**config.mk**
```make
export PLATFORM = sky130hd
export DESIGN_NAME = ram_burst_ctrl
export DESIGN_NICKNAME = d
export VERILOG_FILES = /design/src/rtl/ram_burst_ctrl.sv
export SDC_FILE = /design/constraint.sdc
export NUM_CORES = 1
export LEC_CHECK = 0
export ABC_AREA = 0
export CAP_MARGIN = 20
export CELL_PAD_IN_SITES_DETAIL_PLACEMENT = 2
export CELL_PAD_IN_SITES_GLOBAL_PLACEMENT = 2
export CORE_ASPECT_RATIO = 0.75
export CORE_UTILIZATION = 25
export DETAILED_ROUTE_END_ITERATION = 10
export GPL_TIMING_DRIVEN = 0
export PLACE_DENSITY_LB_ADDON = 0.1
export SYNTH_ARGS = -nofsm -noshare
export SYNTH_HDL_FRONTEND = slang
export SYNTH_SLANG_ARGS = --single-unit
```
**constraint.sdc**
```tcl
create_clock -name clk -period 2.19 [get_ports clk]
set_input_delay 0.438 -clock clk [delete_from_list [all_inputs] [get_ports clk]]
set_output_delay 0.438 -clock clk [all_outputs]
set_load 0.005 [all_outputs]
```
**src/rtl/ram_burst_ctrl.sv**
```systemverilog
// ram_burst_ctrl -- burst access controller in front of a single-port RAM.
//
// Takes one burst command at a time and runs it against the RAM at one beat
// per cycle. Write beats pass straight through to the RAM pins. Read beats
// come back one cycle later from the RAM's registered output and land in a
// 2-entry in-order buffer that absorbs consumer backpressure.
//
// Ports
//   clk, rst_n                 clock, asynchronous active-low reset
//   cmd_valid/cmd_ready        command handshake (ready only in IDLE)
//   cmd_wr, cmd_addr, cmd_len  direction, start address, beats minus one
//   wdata_valid/ready, wdata   write beat channel (ready only in WRITE)
//   rdata_valid/ready, rdata   read beat channel (head of output buffer)
//   busy                       FSM not in IDLE
//   err                        one-cycle pulse on a rejected wrapping command
//   ram_cs/rd/wr, ram_addr     RAM controls
//   ram_data, ram_dout         RAM write data / registered read data
//
// Build option
//   RAM_BURST_WRAP_ERR_EN  when defined, a command whose burst would run past
//                          the top address is accepted but dropped and err
//                          pulses; otherwise bursts wrap to address 0 and err
//                          is tied low.
//
// state   | meaning
// --------+-----------------------------------------------------------
// S_IDLE  | waiting for a command, cmd_ready high
// S_WRITE | one RAM write per accepted write beat
// S_READ  | issuing RAM reads while the buffer has room
// S_DRAIN | all reads issued, waiting for buffer and pipeline to empty

module ram_burst_ctrl #(
  parameter int ADDR_W = 10,
  parameter int DATA_W = 8,
  parameter int LEN_W  = 8
) (
  input  logic              clk,
  input  logic              rst_n,
  input  logic              cmd_valid,
  output logic              cmd_ready,
  input  logic              cmd_wr,
  input  logic [ADDR_W-1:0] cmd_addr,
  input  logic [LEN_W-1:0]  cmd_len,
  input  logic              wdata_valid,
  output logic              wdata_ready,
  input  logic [DATA_W-1:0] wdata,
  output logic              rdata_valid,
  input  logic              rdata_ready,
  output logic [DATA_W-1:0] rdata,
  output logic              busy,
  output logic              err,
  output logic              ram_cs,
  output logic              ram_rd,
  output logic              ram_wr,
  output logic [ADDR_W-1:0] ram_addr,
  output logic [DATA_W-1:0] ram_data,
  input  logic [DATA_W-1:0] ram_dout
);

  localparam logic [1:0] S_IDLE  = 2'd0;
  localparam logic [1:0] S_WRITE = 2'd1;
  localparam logic [1:0] S_READ  = 2'd2;
  localparam logic [1:0] S_DRAIN = 2'd3;

  localparam logic [ADDR_W-1:0] ADDR_ONE = ADDR_W'(1);
  localparam logic [LEN_W-1:0]  LEN_ONE  = LEN_W'(1);

  logic [1:0]        state_q, state_d;
  logic [ADDR_W-1:0] addr_q, addr_d;
  logic [LEN_W-1:0]  cnt_q, cnt_d;
  logic              inflight_q, inflight_d;
  logic [1:0]        occ_q, occ_d;
  logic [DATA_W-1:0] buf0_q, buf0_d;
  logic [DATA_W-1:0] buf1_q, buf1_d;

  logic cmd_ok;
  logic wr_fire;
  logic rd_issue;
  logic push;
  logic pop;

`ifdef RAM_BURST_WRAP_ERR_EN
  localparam int SUM_W = ((ADDR_W > LEN_W) ? ADDR_W : LEN_W) + 1;
  localparam logic [SUM_W-1:0] ADDR_MAX = {{(SUM_W-ADDR_W){1'b0}}, {ADDR_W{1'b1}}};

  logic err_q, err_d;

  assign cmd_ok = (SUM_W'(cmd_addr) + SUM_W'(cmd_len)) <= ADDR_MAX;
  assign err    = err_q;
`else
  assign cmd_ok = 1'b1;
  assign err    = 1'b0;
`endif

  assign push = inflight_q;
  assign pop  = rdata_valid && rdata_ready;

  // A read may only be issued if its data is guaranteed a buffer slot when
  // it returns next cycle, counting the beat already in flight and the beat
  // leaving this cycle.
  assign wr_fire  = (state_q == S_WRITE) && wdata_valid;
  assign rd_issue = (state_q == S_READ) &&
                    (({1'b0, occ_q} + {2'b00, inflight_q}) < (3'd2 + {2'b00, pop}));

  assign cmd_ready   = rst_n && (state_q == S_IDLE);
  assign wdata_ready = (state_q == S_WRITE);
  assign busy        = (state_q != S_IDLE);
  assign ram_wr      = wr_fire;
  assign ram_rd      = rd_issue;
  assign ram_cs      = wr_fire || rd_issue;
  assign ram_addr    = ram_cs ? addr_q : '0;
  assign ram_data    = wr_fire ? wdata : '0;
  assign rdata_valid = (occ_q != 2'd0);
  assign rdata       = buf0_q;

  always_comb begin
    state_d    = state_q;
    addr_d     = addr_q;
    cnt_d      = cnt_q;
    inflight_d = 1'b0;
`ifdef RAM_BURST_WRAP_ERR_EN
    err_d      = 1'b0;
`endif
    case (state_q)
      S_IDLE: begin
        if (cmd_valid) begin
          if (cmd_ok) begin
            addr_d  = cmd_addr;
            cnt_d   = cmd_len;
            state_d = cmd_wr ? S_WRITE : S_READ;
          end
`ifdef RAM_BURST_WRAP_ERR_EN
          else begin
            err_d = 1'b1;
          end
`endif
        end
      end
      S_WRITE: begin
        if (wr_fire) begin
          addr_d = addr_q + ADDR_ONE;
          cnt_d  = cnt_q - LEN_ONE;
          if (cnt_q == '0) state_d = S_IDLE;
        end
      end
      S_READ: begin
        if (rd_issue) begin
          addr_d     = addr_q + ADDR_ONE;
          cnt_d      = cnt_q - LEN_ONE;
          inflight_d = 1'b1;
          if (cnt_q == '0) state_d = S_DRAIN;
        end
      end
      default: begin
        if ((occ_q == 2'd0) && !inflight_q) state_d = S_IDLE;
      end
    endcase
  end

  // Output buffer: buf0 is always the head, buf1 the second entry.
  always_comb begin
    buf0_d = buf0_q;
    buf1_d = buf1_q;
    occ_d  = occ_q;
    case ({push, pop})
      2'b10: begin
        if (occ_q == 2'd0) buf0_d = ram_dout;
        else               buf1_d = ram_dout;
        occ_d = occ_q + 2'd1;
      end
      2'b01: begin
        buf0_d = buf1_q;
        occ_d  = occ_q - 2'd1;
      end
      2'b11: begin
        if (occ_q == 2'd1) begin
          buf0_d = ram_dout;
        end else begin
          buf0_d = buf1_q;
          buf1_d = ram_dout;
        end
      end
      default: ;
    endcase
  end

  always_ff @(posedge clk or negedge rst_n) begin
    if (!rst_n) begin
      state_q    <= S_IDLE;
      addr_q     <= '0;
      cnt_q      <= '0;
      inflight_q <= 1'b0;
      occ_q      <= 2'd0;
      buf0_q     <= '0;
      buf1_q     <= '0;
`ifdef RAM_BURST_WRAP_ERR_EN
      err_q      <= 1'b0;
`endif
    end else begin
      state_q    <= state_d;
      addr_q     <= addr_d;
      cnt_q      <= cnt_d;
      inflight_q <= inflight_d;
      occ_q      <= occ_d;
      buf0_q     <= buf0_d;
      buf1_q     <= buf1_d;
`ifdef RAM_BURST_WRAP_ERR_EN
      err_q      <= err_d;
`endif
    end
  end

endmodule

```
* Word level (Yosys, flattened, before mapping)
Cells that the tools add are included. W data, S select, Z words.
Word-level totals: output and inout port bits 34, flip-flop bits (word level) 39, input port bits 40, logic and storage cells 76
Operators by class: equality and inequality tests 14, $add $sub $neg 6, magnitude comparators 1, reduce and logical (&&, ||, !) cells 21, muxes and demuxes 27
Operator list (count):
- $mux W8 | 8
- $pmux W8 S3 | 2
- $mux W10 | 4
- $pmux W10 S3 | 1
- $pmux W8 S2 | 1
- $mux W2 | 7
- $add A10 B1 Y10 const B | 1
- $ne A2 B2 Y1 const B | 5
- $logic_not A8 Y1 | 1
- $reduce_bool A2 Y1 | 4
- $sub A8 B1 Y8 const B | 1
- $eq A2 B1 Y1 const B | 3
- $eq A2 B2 Y1 const B | 3
- $ne A2 B1 Y1 const B | 3
- $pmux W2 S3 | 1
- $reduce_and A6 Y1 | 1
- $reduce_bool A3 Y1 | 2
- $logic_and A1 B1 Y1 | 5
- $logic_not A2 Y1 | 2
- $pmux W2 S2 | 1
- $reduce_and A4 Y1 | 1
- $reduce_bool A4 Y1 | 1
- $add A2 B1 Y3 | 1
- $add A2 B1 Y3 const A | 1
- 8 further kinds | 9

* Logic depth before layout (Yosys ltp)
word-level depth 7, gate-level depth with buffers 9, mapped depth without buffers 9

* Least setup slack after synthesis
Ideal clock, no wire load.
kind register to output, start point register inflight_q, end point output ram_addr[0], data required time 1752 ps, data arrival time 1771 ps, path slack -19 ps, cell stages (with the launch flop) 7, path through dfrtp_1 -> ha_1 -> or3b_2 -> a21oi_1 -> a21oi_1 -> clkbuf_1 -> nor2b_1
Between the ends: cells in the longest elaborated chain, start to end 5
RTL lines:
- start: declaration | RTL line 71 | logic inflight_q, inflight_d;
- start signal: assignment | RTL line 203 | inflight_q <= inflight_d;
- $add A2 B1 Y3 | RTL line 103 | (({1'b0, occ_q} + {2'b00, inflight_q}) < (3'd2 + {2'b00, pop}));
- $lt A3 B3 Y1 | RTL line 103
- $logic_and A1 B1 Y1 | RTL line 102 | assign rd_issue = (state_q == S_READ) &&
- $logic_or A1 B1 Y1 | RTL line 110 | assign ram_cs = wr_fire || rd_issue;
- $mux W10 | RTL line 111 | assign ram_addr = ram_cs ? addr_q : '0;
- end: declaration | RTL line 55 | output logic [ADDR_W-1:0] ram_addr,
No other way between the ends.

* Worst setup path after layout
start point register occ_q[0], end point output ram_addr[5]
Between the ends: cells in the longest elaborated chain, start to end 7, elaborated cells on any way between the ends 8
RTL lines:
- start: declaration | RTL line 72 | logic [1:0] occ_q, occ_d;
- start signal: assignment | RTL line 193 | occ_q <= 2'd0;
- start signal: assignment | RTL line 204 | occ_q <= occ_d;
- $reduce_bool A2 Y1 | RTL line 113 | assign rdata_valid = (occ_q != 2'd0);
- $logic_and A1 B1 Y1 | RTL line 96 | assign pop = rdata_valid && rdata_ready;
- $add A2 B1 Y3 | RTL line 103
- $lt A3 B3 Y1 (*) | RTL line 103
- $logic_and A1 B1 Y1 (*) | RTL line 102
- $logic_or A1 B1 Y1 (*) | RTL line 110
- $mux W10 (*) | RTL line 111
Mark *: on every way between the ends. The rest lies on a longest branch, timed or not.

==> results.json <==
{
  "vias": 2428,
  "wl_per_cell_microns": 17.5,
  "cts_tree": "yes",
  "die_height_microns": 87.9,
  "ys.flop_type": "dfrtp_1",
  "port_buffers": 72,
  "met2_usage_pct": 28.7,
  "n_antenna_cell": 0,
  "grt_overflow": 0,
  "finalWorstSetupSlack_ns": -0.380,
  "rsz0062_at_grt": "true",
  "grt_max_degree": 23,
  "dp_slack_ns": -0.959,
  "min-delay-path-class": "input port to async pin",
  "fin_skew_ns": 0.00391,
  "grt_pass1_wl_microns": 14000,
  "cts_root_buffer": "clkbuf_16",
  "gp_congestion": 0.747,
  "numCtsBuffers": 5,
  "syn_area_per_cell_sq_um": 9.00,
  "rows": 30,
  "synth_edf_count": 0,
  "place_inst": 474,
  "coreArea_sq_um": 9310,
  "track_usage_pct": 18.0,
  "final_core_util_pct": 41.1,
  "cap_violations": 0,
  "grt_pass1_vias": 2631,
  "boundaryPins": 74,
  "final_area_sq_um": 3830,
  "r2r_cells": 8,
  "die-area_sq_um": 10200,
  "antenna_found_initial": 0,
  "yosys_warnings": 0,
  "crit_path_start_kind": "flop",
  "clock_sinks": 39,
  "violations": "negative setup slack",
  "dp_hpwl_microns": 6170,
  "ir_worst_vdd_mv": 0.548,
  "crit_fanout": 6,
  "endpoint": "ram_addr[5]",
  "status": "complete, but fails checks",
  "synth_top_cell_area_share_pct": 39.7,
  "power.density_nw_per_um2": 1700,
  "ys_seq_area_share_pct": 39.7,
  "path_class": "flop to output pin",
  "rrSetupSlack_ns": 0,
  "wl_microns": 8740,
  "yosys_register_bits": 39,
  "relSlewSlack_pct": 60.3,
  "critical_path_arrival_ns": 2.13,
  "ant_nets": 0,
  "start_util_pct": 26.4,
  "grt.met3_usage_pct": 3.88,
  "layout_common_cells": "clkdlybuf4s50_1 (49), dfrtp_1 (37), nand2_1 (27), o21ai_0 (21), nor3_1 (17)",
  "stdcell_count": 500,
  "finalHoldViolCount": 0,
  "yosys.area.top_type": "dfrtp_1",
  "htreeDepth": 2,
  "area_delta_synth_final_pct": 55.7,
  "synthCells": 273,
  "critPathCaptureType": "output pin",
  "worstMarginPinSlew_ns": 0.589,
  "yosys.cell_types.count": 44,
  "finalCriticalPeriod_ns": 2.57,
  "drtIter0Drc": 112,
  "dr.pass1.iters": 4,
  "viasPerCell": 4.86,
  "ys_top_cells_by_area": "dfrtp_1 (40%), ha_1 (7.1%), o21ai_0 (4.5%)",
  "placed_area_sq_um": 3360,
  "required_ns": 1.75,
  "clk-insertion-delay-late_ns": 0.28,
  "slew_viol_final": 0,
  "final_common_cell": "clkdlybuf4s50_1",
  "syn-num-nets": 327,
  "crit_start": "occ_q[0]$_DFFE_PN0P_",
  "drive_above_1_share_pct": 23.4,
  "grt_util_met1_pct": 25.0,
  "async_flop_share_pct": 100,
  "max_freq_mhz": 389,
  "busiest_layer": "met2",
  "final_nets": 425,
  "finalSetupViolations": 14,
  "p_leak_nw": 1.72,
  "timing.rr.end": "state_q[1]$_DFFE_PN0P_",
  "cts.clk_slew.worst_paths_ns": 0.06,
  "cts_buffer_depth": 2,
  "finalCritPeriodShare_pct": 117,
  "die_w_microns": 116,
  "netlist_area_sq_um": 2460,
  "fillers": 1065,
  "rr_startpoint": "inflight_q$_DFF_PN0_",
  "drc": 0
}
## power by group
part	switching, mW	internal, mW
Clock	0.298	0.421
Sequential	0.357	1.13
Combinational	2.20	2.12
## logic make-up (layout without fill, tap and decap cells)
kind of cell | after synthesis | count (layout) | synth area share, %
compound gates | 57 | 57 | 15.8
xor+xnor | 2 | 2 | 0.713
fa+ha+maj | 14 | 14 | 7.13
buf+inv | 29 | 128 | 4.74
flops | 39 | 39 | 39.7
mux | 13 | 13 | 5.70
other cells | 1 | 1 | 0.153
simple gates | 118 | 118 | 26.1
## registers in the layout, indices dropped and copies added, names as in the netlist
| name | cells |
|---|---|
| cnt_q | 8 |
| state_q | 2 |
| addr_q | 10 |
| rdata | 8 |
| buf1_q | 8 |
| occ_q | 2 |
| inflight_q | 1 |
## synth_stat cells (2+ instances only)
master     n
nor4_1     4
and4_1     2
and2_1     4
a22oi_1    9
nand2b_1   3
or2_2      2
a221o_1    3
or3b_2     2
clkbuf_1  10
mux2_2     8
nand4_1    3
nor2_1     8
or3_1      2
nand2_1   27
nand3_1   15
xnor2_1    2
o31ai_1    2
o211ai_1   4
mux2i_1    5
nor2b_1   16
inv_1     15
or4_1      2
ha_1      14
and3_1     8
buf_2      3
dfrtp_1   39
nor3_1    18
o21ai_0   22
a21oi_1    6
## area by class of cell
type / instances / area, sq um / area share [%]
Multi-Input combinational cell: 205 / 1490 / 38.9
Sequential cell: 39 / 978 / 25.6
Timing Repair Buffer: 92 / 910 / 23.8
Tap cell: 128 / 160 / 4.19
Clock buffer: 6 / 129 / 3.37
Buffer: 13 / 91.3 / 2.39
Inverter: 15 / 56.3 / 1.47
Clock inverter: 2 / 12.5 / 0.327
## layer usage
layer  share of wire, %  vias to the layer above
met4               0.71                        0
li1                   -                     1178
met2                 45                       64
met1                 49                     1181
met5                  0                        -
met3                5.6                        5
## how the worst min path moves through the flow
stage	cells after the start	slack, ns	to
after CTS	1	0.05	cnt_q[2]$_DFFE_PN0P_
final	1	0.04	rdata[2]$_DFFE_PN0P_
after floorplan	0	0.14	addr_q[0]$_DFFE_PN0P_
after global routing	1	0.05	cnt_q[2]$_DFFE_PN0P_
after global placement	2	0.46	rdata[4]$_DFFE_PN0P_
after detailed placement	1	0.45	rdata[2]$_DFFE_PN0P_
## stage by stage
step                      hold WS [ns]  TNS (ns)  power, mW
after floorplan                  0.142         0       3.54
after global placement           0.464    -40.06       4.83
after detailed placement         0.449    -20.19       4.96
after CTS                       0.0485     -4.32       6.27
after global routing            0.0520     -5.92       7.08
final                           0.0418     -3.86       6.52
## worst max-delay path: stages (launching register included)
cell and delay [ns]:
dfrtp_2 0.40, inv_2 0.06, ha_4 0.18, or3b_4 0.41, a21oi_4 0.20, a21oi_4 0.11
clkbuf_8 0.16, buf_6 0.12, nor2b_2 0.10, buf_2 0.12
## repair_timing
action	in CTS	in global routing
buffers inserted	10	8
hold buffers	0	0
cloned	1	0
pin swaps	5	6
resized for setup	87	22
setup endpoints to repair	56	52
(Power assumes the default switching activity.)
